File: src/rtl/multicycle_control.sv
// multicycle_control: multi-cycle MIPS main control FSM driving datapath enables and mux selects from the current state
module multicycle_control #(
  parameter int STATE_W = 4
) (
  input  logic               clk,
  input  logic               rst_n,
  input  logic [5:0]         opcode,
  input  logic               mem_ready,
  output logic               PCWrite,
  output logic               PCWriteCond,
  output logic               IorD,
  output logic               MemRead,
  output logic               MemWrite,
  output logic               IRWrite,
  output logic               MemtoReg,
  output logic               RegDst,
  output logic               RegWrite,
  output logic               ALUSrcA,
  output logic [1:0]         ALUSrcB,
  output logic [1:0]         ALUOp,
  output logic [1:0]         PCSource,
  output logic               instr_done,
  output logic               illegal_op,
  output logic [STATE_W-1:0] state
);
  typedef enum logic [3:0] {
    FETCH  = 4'd0,
    DECODE = 4'd1,
    MEMADR = 4'd2,
    MEMRD  = 4'd3,
    MEMWB  = 4'd4,
    MEMWR  = 4'd5,
    EXEC   = 4'd6,
    ALUWB  = 4'd7,
    BRANCH = 4'd8,
    JUMP   = 4'd9,
    ADDIEX = 4'd10,
    ADDIWB = 4'd11
  } state_t;
  localparam logic [5:0] OP_R    = 6'b000000;
  localparam logic [5:0] OP_LW   = 6'b100011;
  localparam logic [5:0] OP_SW   = 6'b101011;
  localparam logic [5:0] OP_BEQ  = 6'b000100;
  localparam logic [5:0] OP_J    = 6'b000010;
  localparam logic [5:0] OP_ADDI = 6'b001000;
  state_t state_q, state_d;
  always_ff @(posedge clk or negedge rst_n) begin
    if (!rst_n) state_q <= FETCH;
    else        state_q <= state_d;
  end
  // Outputs are decoded only while out of reset, so an abort never leaks a write pulse.
  always_comb begin
    PCWrite     = 1'b0;
    PCWriteCond = 1'b0;
    IorD        = 1'b0;
    MemRead     = 1'b0;
    MemWrite    = 1'b0;
    IRWrite     = 1'b0;
    MemtoReg    = 1'b0;
    RegDst      = 1'b0;
    RegWrite    = 1'b0;
    ALUSrcA     = 1'b0;
    ALUSrcB     = 2'b00;
    ALUOp       = 2'b00;
    PCSource    = 2'b00;
    instr_done  = 1'b0;
    illegal_op  = 1'b0;
    state_d     = FETCH;
    if (rst_n) begin
      case (state_q)
        FETCH: begin
          MemRead = 1'b1;
          ALUSrcB = 2'b01;
          IRWrite = mem_ready;
          PCWrite = mem_ready;
          state_d = mem_ready ? DECODE : FETCH;
        end
        DECODE: begin
          ALUSrcB = 2'b11;
          case (opcode)
            OP_R:         state_d = EXEC;
            OP_LW, OP_SW: state_d = MEMADR;
            OP_BEQ:       state_d = BRANCH;
            OP_J:         state_d = JUMP;
            OP_ADDI:      state_d = ADDIEX;
            default: begin
              illegal_op = 1'b1;
              instr_done = 1'b1;
              state_d    = FETCH;
            end
          endcase
        end
        MEMADR: begin
          ALUSrcA = 1'b1;
          ALUSrcB = 2'b10;
          state_d = opcode == OP_SW ? MEMWR : opcode == OP_LW ? MEMRD : FETCH;
        end
        MEMRD: begin
          MemRead = 1'b1;
          IorD    = 1'b1;
          state_d = mem_ready ? MEMWB : MEMRD;
        end
        MEMWB: begin
          RegWrite   = 1'b1;
          MemtoReg   = 1'b1;
          instr_done = 1'b1;
        end
        MEMWR: begin
          MemWrite   = 1'b1;
          IorD       = 1'b1;
          instr_done = mem_ready;
          state_d    = mem_ready ? FETCH : MEMWR;
        end
        EXEC: begin
          ALUSrcA = 1'b1;
          ALUOp   = 2'b10;
          state_d = ALUWB;
        end
        ALUWB: begin
          RegWrite   = 1'b1;
          RegDst     = 1'b1;
          instr_done = 1'b1;
        end
        BRANCH: begin
          ALUSrcA     = 1'b1;
          ALUOp       = 2'b01;
          PCWriteCond = 1'b1;
          PCSource    = 2'b01;
          instr_done  = 1'b1;
        end
        JUMP: begin
          PCWrite    = 1'b1;
          PCSource   = 2'b10;
          instr_done = 1'b1;
        end
        ADDIEX: begin
          ALUSrcA = 1'b1;
          ALUSrcB = 2'b10;
          state_d = ADDIWB;
        end
        ADDIWB: begin
          RegWrite   = 1'b1;
          instr_done = 1'b1;
        end
        default: state_d = FETCH;
      endcase
    end
  end
  assign state = STATE_W'(state_q);
endmodule

File: config.mk
export PLATFORM = sky130hd
export DESIGN_NAME = multicycle_control
export DESIGN_NICKNAME = d
export VERILOG_FILES = /design/src/rtl/multicycle_control.sv
export SDC_FILE = /design/constraint.sdc
export NUM_CORES = 1
export LEC_CHECK = 0
export CAP_MARGIN = 25
export CELL_PAD_IN_SITES_DETAIL_PLACEMENT = 2
export CELL_PAD_IN_SITES_GLOBAL_PLACEMENT = 2
export CORE_MARGIN = 10
export CORE_UTILIZATION = 17
export CTS_CLUSTER_SIZE = 24
export DETAILED_ROUTE_END_ITERATION = 7
export GPL_ROUTABILITY_DRIVEN = 0
export PLACE_DENSITY_LB_ADDON = 0.1
export RECOVER_POWER = 25
export SLEW_MARGIN = 20
export SYNTH_ARGS = -nofsm -noshare
export SYNTH_HDL_FRONTEND = slang
export SYNTH_SLANG_ARGS = --single-unit
File: constraint.sdc
create_clock -name clk -period 1.3 [get_ports clk]
set_input_delay 0.13 -clock clk [delete_from_list [all_inputs] [get_ports clk]]
set_output_delay 0.13 -clock clk [all_outputs]
set_load 0.005 [all_outputs]
==> impl_metrics.tcl, run 1 <==
set metrics [dict create \
    fin_area_um2 1790 \
    wl_um 5910 \
    critPathMaxStageDelay_ns 0.44 \
    layout_min_cycle_time_ns 1.78 \
    cap_violations 0 \
    status "complete, but fails checks" \
    row_count 21 \
    cts_htree_levels 1 \
    synth_area_leaders "dfrtp_1 17%, nor3_1 7.6%, nor2_1 6.4%" \
    dr_total_vias 1112 \
    clkPwrFrac_pct 32.1 \
    powerDensity_nw_per_um2 377 \
    cp-start-kind "flop" \
    critical_path_arrival_ns 1.65 \
    async_flop_share_pct 100 \
    worstPathCellList "buf_8 -> buf_6 -> nand2b_4 -> nor3_4 -> o21a_1 -> buf_2" \
    seq_area_frac_synth_pct 17.0 \
    ys_warn_count 0 \
    combPwrFrac_pct 48.5 \
    start_util_pct 17.7 \
    clk-insertion-delay-late_ns 0.28 \
    worst_slack_ns -0.483 \
    num_antenna_cells 0 \
    cp_max_fo 5 \
    cpLargestDelayFamily "flip-flops" \
    area_delta_synth_final_pct 203 \
    die_w_um 78.9 \
    cp-end-kind "output pin" \
    ys_seq_elements 4 \
    dr.pass1.iters 3 \
    cts-root-buf "clkbuf_4" \
    syn_nets 98 \
    slew_viol_final 0 \
    power_frac_seq_pct 19.4 \
    yosysTopAreaCell "dfrtp_1" \
    cts_tree "done" \
    fin_crit_sh_pct 137 \
    grt_max_degree 11 \
    irDropWorstVdd_uv 345 \
    yosys.area.top_type_share_pct 17.0 \
    ys_types 37 \
    antenna_found_initial 0 \
    grt_first_pass_wirelength_um 6960 \
    crit_slowest_cell "dfrtp_1" \
    rsz0062_at_grt "yes" \
    violations "negative setup slack" \
    p_int_w 0.000404 \
    port_buffers 30 \
    p_leak_nw 0.766 \
    fp.dieArea_um2 6220 \
    cts.sinks 4 \
    grt.total_usage_pct 14.5 \
    cts_buffer_depth 2 \
    fmax_mhz 561 \
    vias_per_cell 4.99 \
    syn_avg_cell_area_um2 6.62 \
    drt_iter0_markers 20 \
    syn_area_um2 589 \
    p_switching_w 0.000269 \
    nets 187 \
    die_h_um 78.9 \
    final_antenna_net_count 0 \
    syn_inst 89 \
    dp_slack_ns -0.759 \
    numCtsBuffers 3 \
    clock-skew-final_ns 0.0223 \
    relSlewSlack_pct 67.7 \
    placed_area_um2 1170 \
    setup_viol 22 \
    required_ns 1.17 \
    post_drt_wl_per_cell_um 26.5 \
    dp_hpwl_um 2570 \
    tightest_slew_ns 0.480 \
    ys.flop_type "dfrtp_1" \
    dp.cells 189 \
    io_pins 31 \
    grt-ovfl-total 0 \
    drc 0 \
    core_area_um2 3340 \
    clk_pin_slew_ns 0.06 \
    largest_register_ff_count 4 \
    synth_most_common_cell "nor2_1" \
    timing_hold_violations_final 0 \
    crit_type "reg -> out" \
    finalNonFillerCells 223 \
    crit_buf_inv 3 \
    synth.top_cells.by_count "10 x nor2_1, 9 x nor3_1, 7 x a21oi_1" \
    hold_class "in -> async" \
    grt_pass1_vias 1266 \
    sw_frac_of_total_pct 40.0 \
    drive_gt1_share_pct 79.1 \
    synth_edf_count 0 \
]
==> power groups by stage <==
stage	logic (W)	clock network, W	registers (W)
finish	0.000326	0.000216	0.000131
floorplan	0.0000706	0	0.000134
global route	0.000343	0.000228	0.000131
CTS	0.000252	0.000197	0.000130
detailed placement	0.000210	0	0.000130
global placement	0.000204	0	0.000130
==> per-layer routing <==
metal	wire length, um	track usage [%]	vias to the layer above
met4	187	7.17	0
li1	-	-	502
met3	227	3.38	15
met5	0	0	-
met1	2340	13.2	563
met2	3160	28.9	32
==> final cells by class <==
class	count	area, um2
Fill cell	363	1550
Clock buffer	4	26.3
Inverter	2	15.0
Tap cell	46	57.6
Multi-Input combinational cell	74	806
Timing Repair Buffer	93	779
Sequential cell	4	103
==> metrics by stage <==
stage          util (%)  hold WS (ns)  TNS, ns  total power [W]
5_1_grt            53.5         0.214    -8.36         0.000702
4_1_cts            46.5         0.188    -4.76         0.000579
3_5_place_dp       34.9         0.451   -10.79         0.000340
6_report           53.5         0.208    -7.30         0.000673
2_1_floorplan         -        -0.166  -0.0994         0.000204
3_3_place_gp       34.9         0.448    -9.80         0.000334
==> placed cells by master (no fill, tap or decap), drive strengths merged, types with 2 or more instances in the layout <==
| cell type | netlist | routed |
|---|---|---|
| nand3b | 2 | 2 |
| a21oi | 7 | 7 |
| nor4b | 2 | 2 |
| nor3 | 10 | 10 |
| nand3 | 3 | 3 |
| nand2b | 3 | 3 |
| o21ai | 6 | 6 |
| a41oi | 2 | 2 |
| inv | 2 | 2 |
| nand2 | 5 | 5 |
| or3 | 2 | 2 |
| or4 | 2 | 2 |
| dfrtp | 4 | 4 |
| clkdlybuf4s50 | 0 | 2 |
| nor2 | 11 | 11 |
| buf | 5 | 82 |
| dlygate4sd2 | 0 | 6 |
| nor4 | 2 | 2 |
| clkbuf | 4 | 7 |
| nor2b | 4 | 4 |
==> timing repair <==
action | 4_1_cts | 5_1_grt
gates cloned | 1 | 0
buffers inserted | 19 | 12
endpoints found under the setup margin | 26 | 25
gates resized for setup | 160 | 43
pin swaps | 24 | 15
hold buffers | 0 | 0
==> final timing paths <==
kind                                     from            endpoint  slack, ns  depth (start not counted)
setup / recovery           state[3]$_DFF_PN0_            RegWrite      -0.48                          6
max in group asynchronous               rst_n  state[2]$_DFF_PN0_       0.78                          3
hold / removal                          rst_n  state[0]$_DFF_PN0_       0.21                          2
hold reg to reg            state[1]$_DFF_PN0_  state[1]$_DFF_PN0_       0.83                          3
min in group clk                    opcode[5]  state[3]$_DFF_PN0_       0.47                          4
setup reg to reg           state[3]$_DFF_PN0_  state[2]$_DFF_PN0_      -0.45                          7
==> worst register-to-register path, delay by kind of cell, from the launching register on <==
family,cells,cell delay (ns)
AO/OA/AOI/OAI,2,0.41
buffers and inverters,3,0.42
AND/OR/NAND/NOR,2,0.37
flip-flops,1,0.44
==> kinds of logic after synthesis <==
family | Yosys count | share of synthesized area (%)
compound gates | 22 | 23.8
xor+xnor | 2 | 2.97
flops | 4 | 17.0
buf+inv | 11 | 9.55
simple gates | 50 | 46.7
No activity file was read; power rests on OpenSTA's default activity.
==> run 2: changes to the inputs <==
--- a/config.mk
+++ b/config.mk
@@ -5,17 +5,17 @@
 export SDC_FILE = /design/constraint.sdc
 export NUM_CORES = 1
 export LEC_CHECK = 0
+export ABC_AREA = 1
 export CAP_MARGIN = 25
 export CELL_PAD_IN_SITES_DETAIL_PLACEMENT = 2
 export CELL_PAD_IN_SITES_GLOBAL_PLACEMENT = 2
 export CORE_MARGIN = 10
-export CORE_UTILIZATION = 17
+export CORE_UTILIZATION = 14
 export CTS_CLUSTER_SIZE = 24
 export DETAILED_ROUTE_END_ITERATION = 7
 export GPL_ROUTABILITY_DRIVEN = 0
 export PLACE_DENSITY_LB_ADDON = 0.1
 export RECOVER_POWER = 25
-export SLEW_MARGIN = 20
 export SYNTH_ARGS = -nofsm -noshare
 export SYNTH_HDL_FRONTEND = slang
 export SYNTH_SLANG_ARGS = --single-unit
==> impl_metrics.tcl, run 2 <==
set metrics [dict create \
    cp-start-kind "flop" \
    grt_max_degree 11 \
    dp_hpwl_um 2560 \
    cts_htree_levels 1 \
    total_power_w 0.000656 \
    drive_gt1_share_pct 71.4 \
    hold_class "in -> async" \
    cts_buffer_depth 2 \
    irDropWorstVdd_uv 651 \
    vias_per_cell 4.26 \
    die_w_um 82.0 \
    clk_pin_slew_ns 0.04 \
    critical_path_arrival_ns 1.50 \
    drt_iter0_markers 35 \
    num_antenna_cells 0 \
    violations "negative setup slack" \
    p_leak_nw 0.866 \
    utilization_pct 44.3 \
    worst_slack_ns -0.332 \
    async_flop_share_pct 100 \
    syn_area_um2 538 \
    cts_hold_buf 0 \
    final_common_cell "buf_4" \
    cts_tree "done" \
    final_antenna_net_count 0 \
    syn_avg_cell_area_um2 4.94 \
    grt-ovfl-total 0 \
    ys_types 15 \
    yosys.area.top_type_share_pct 22.3 \
    port_buffers 30 \
    crit_type "reg -> out" \
    ys_seq_elements 4 \
    tns_ns -5.66 \
    cp-end-kind "output pin" \
    yosysTopAreaCell "nor2_1" \
    fmax_mhz 613 \
    required_ns 1.17 \
    synth_area_leaders "nor2_1 22%, nand2_1 19%, dfrtp_1 19%" \
    status "complete, but fails checks" \
    setup_viol 22 \
    grt_first_pass_wirelength_um 6530 \
    clk-insertion-delay-late_ns 0.23 \
    largest_register_ff_count 4 \
    dr.pass1.iters 4 \
    ys_warn_count 0 \
    post_drt_wl_per_cell_um 19.1 \
    final_cell_mix "33 x buf_4, 19 x buf_6, 16 x buf_2" \
    nets 203 \
    timing_hold_violations_final 0 \
    wl_um 4580 \
    area_delta_synth_final_pct 204 \
    layout_min_cycle_time_ns 1.63 \
    synth.top_cells.by_count "32 x nor2_1, 27 x nand2_1, 14 x inv_1" \
    fin_crit_sh_pct 126 \
    cts.sinks 4 \
    start_util_pct 14.6 \
    powerDensity_nw_per_um2 401 \
    relSlewSlack_pct 78.3 \
    core_area_um2 3690 \
    row_count 22 \
    dr_total_vias 1023 \
    rsz0062_at_grt "yes" \
    fp.dieArea_um2 6720 \
    die_h_um 82.0 \
    drc 0 \
    grt.total_usage_pct 13.0 \
    synth_edf_count 0 \
    cap_violations 0 \
    slew_viol_final 0 \
    n_fill_cell 417 \
    io_pins 31 \
    finalNonFillerCells 240 \
    seq_area_frac_synth_pct 18.6 \
    cts-root-buf "clkbuf_8" \
    syn_nets 118 \
    synth_most_common_cell "nor2_1" \
    dp.cells 215 \
    clock-skew-final_ns 0.00684 \
    dp_slack_ns -0.685 \
    syn_inst 109 \
    tightest_slew_ns 0.325 \
    cp_max_fo 3 \
    ys.flop_type "dfrtp_1" \
    antenna_found_initial 0 \
    grt_pass1_vias 1214 \
    numCtsBuffers 3 \
]
## run 2: cell types whose count changed in the layout (fill, tap and decap cells not counted), sizes merged, moves of 4 or more
cell           before  now
clkdlybuf4s50       2    6
nor2b               4    0
buf                82   69
nor3               10    2
o21ai               6    2
nand3               3    7
nand2               5   27
inv                 2   17
nor2               11   36
## run 2: stage by stage
step | hold WS [ns] | area, um2
after CTS | 0.203 | 1470
after global routing | 0.379 | 1640
after detailed placement | 0.436 | 1130
after floorplan | -0.166 | 538
after global placement | 0.433 | 1130
final | 0.346 | 1640
## run 2: cells by family after synthesis
family / Yosys count / share of synthesized area [%]
AND/OR/NAND/NOR: 73 / 55.3
flip-flops: 4 / 18.6
AO/OA/AOI/OAI: 12 / 11.4
buffers and inverters: 20 / 14.7
## run 2: path summary, 6_finish.rpt
| kind | to | slack [ns] | startpoint | cells after the start |
|---|---|---|---|---|
| worst max-delay path | instr_done | -0.33 | state[1]$_DFF_PN0_ | 7 |
| worst min-delay path | state[3]$_DFF_PN0_ | 0.35 | rst_n | 2 |
| min in group clk | state[1]$_DFF_PN0_ | 0.55 | opcode[2] | 4 |
| worst min register to register | state[2]$_DFF_PN0_ | 1.07 | state[3]$_DFF_PN0_ | 6 |
| max in group asynchronous | state[0]$_DFF_PN0_ | 0.71 | rst_n | 2 |
| worst max register to register | state[1]$_DFF_PN0_ | -0.30 | state[0]$_DFF_PN0_ | 9 |
## run 2: layout make-up
class                   count  area (um2)  area share [%]
clock buffers               3        41.3            2.52
inverters                  17        73.8            4.51
multi-input cells          85         664            40.6
flip-flops and latches      4         105            6.43
well taps                  48        60.1            3.67
repair buffers             83         691            42.2
## run 2: worst max-delay path: stages, from the launching register on
cell     delay, ns
dfrtp_2       0.43
buf_6         0.14
nor2_4        0.16
nand2_2       0.12
inv_4         0.09
nand3_2       0.09
a21oi_2       0.12
buf_2         0.13
## run 2: repair_timing
item,in CTS,in global routing
resized for setup,144,43
buffers inserted,23,3
cloned,0,0
setup endpoints to repair,26,22
pin swaps,27,20
## run 2: metal layers
layer  routed length (um)  part of all wire (%)  global-route usage [%]
met3                  205                   4.5                    2.73
met1                 1620                    35                    11.2
met2                 2700                    59                    27.5
met5                    0                     0                       0
met4                   63                   1.4                    5.10
## run 2: where the power goes
part           leakage (nW)  switching (W)  internal (W)
clock                0.0216      0.0000814      0.000199
combinational         0.796       0.000127      0.000118
sequential           0.0486     0.00000332      0.000128
total                 0.866       0.000211      0.000445
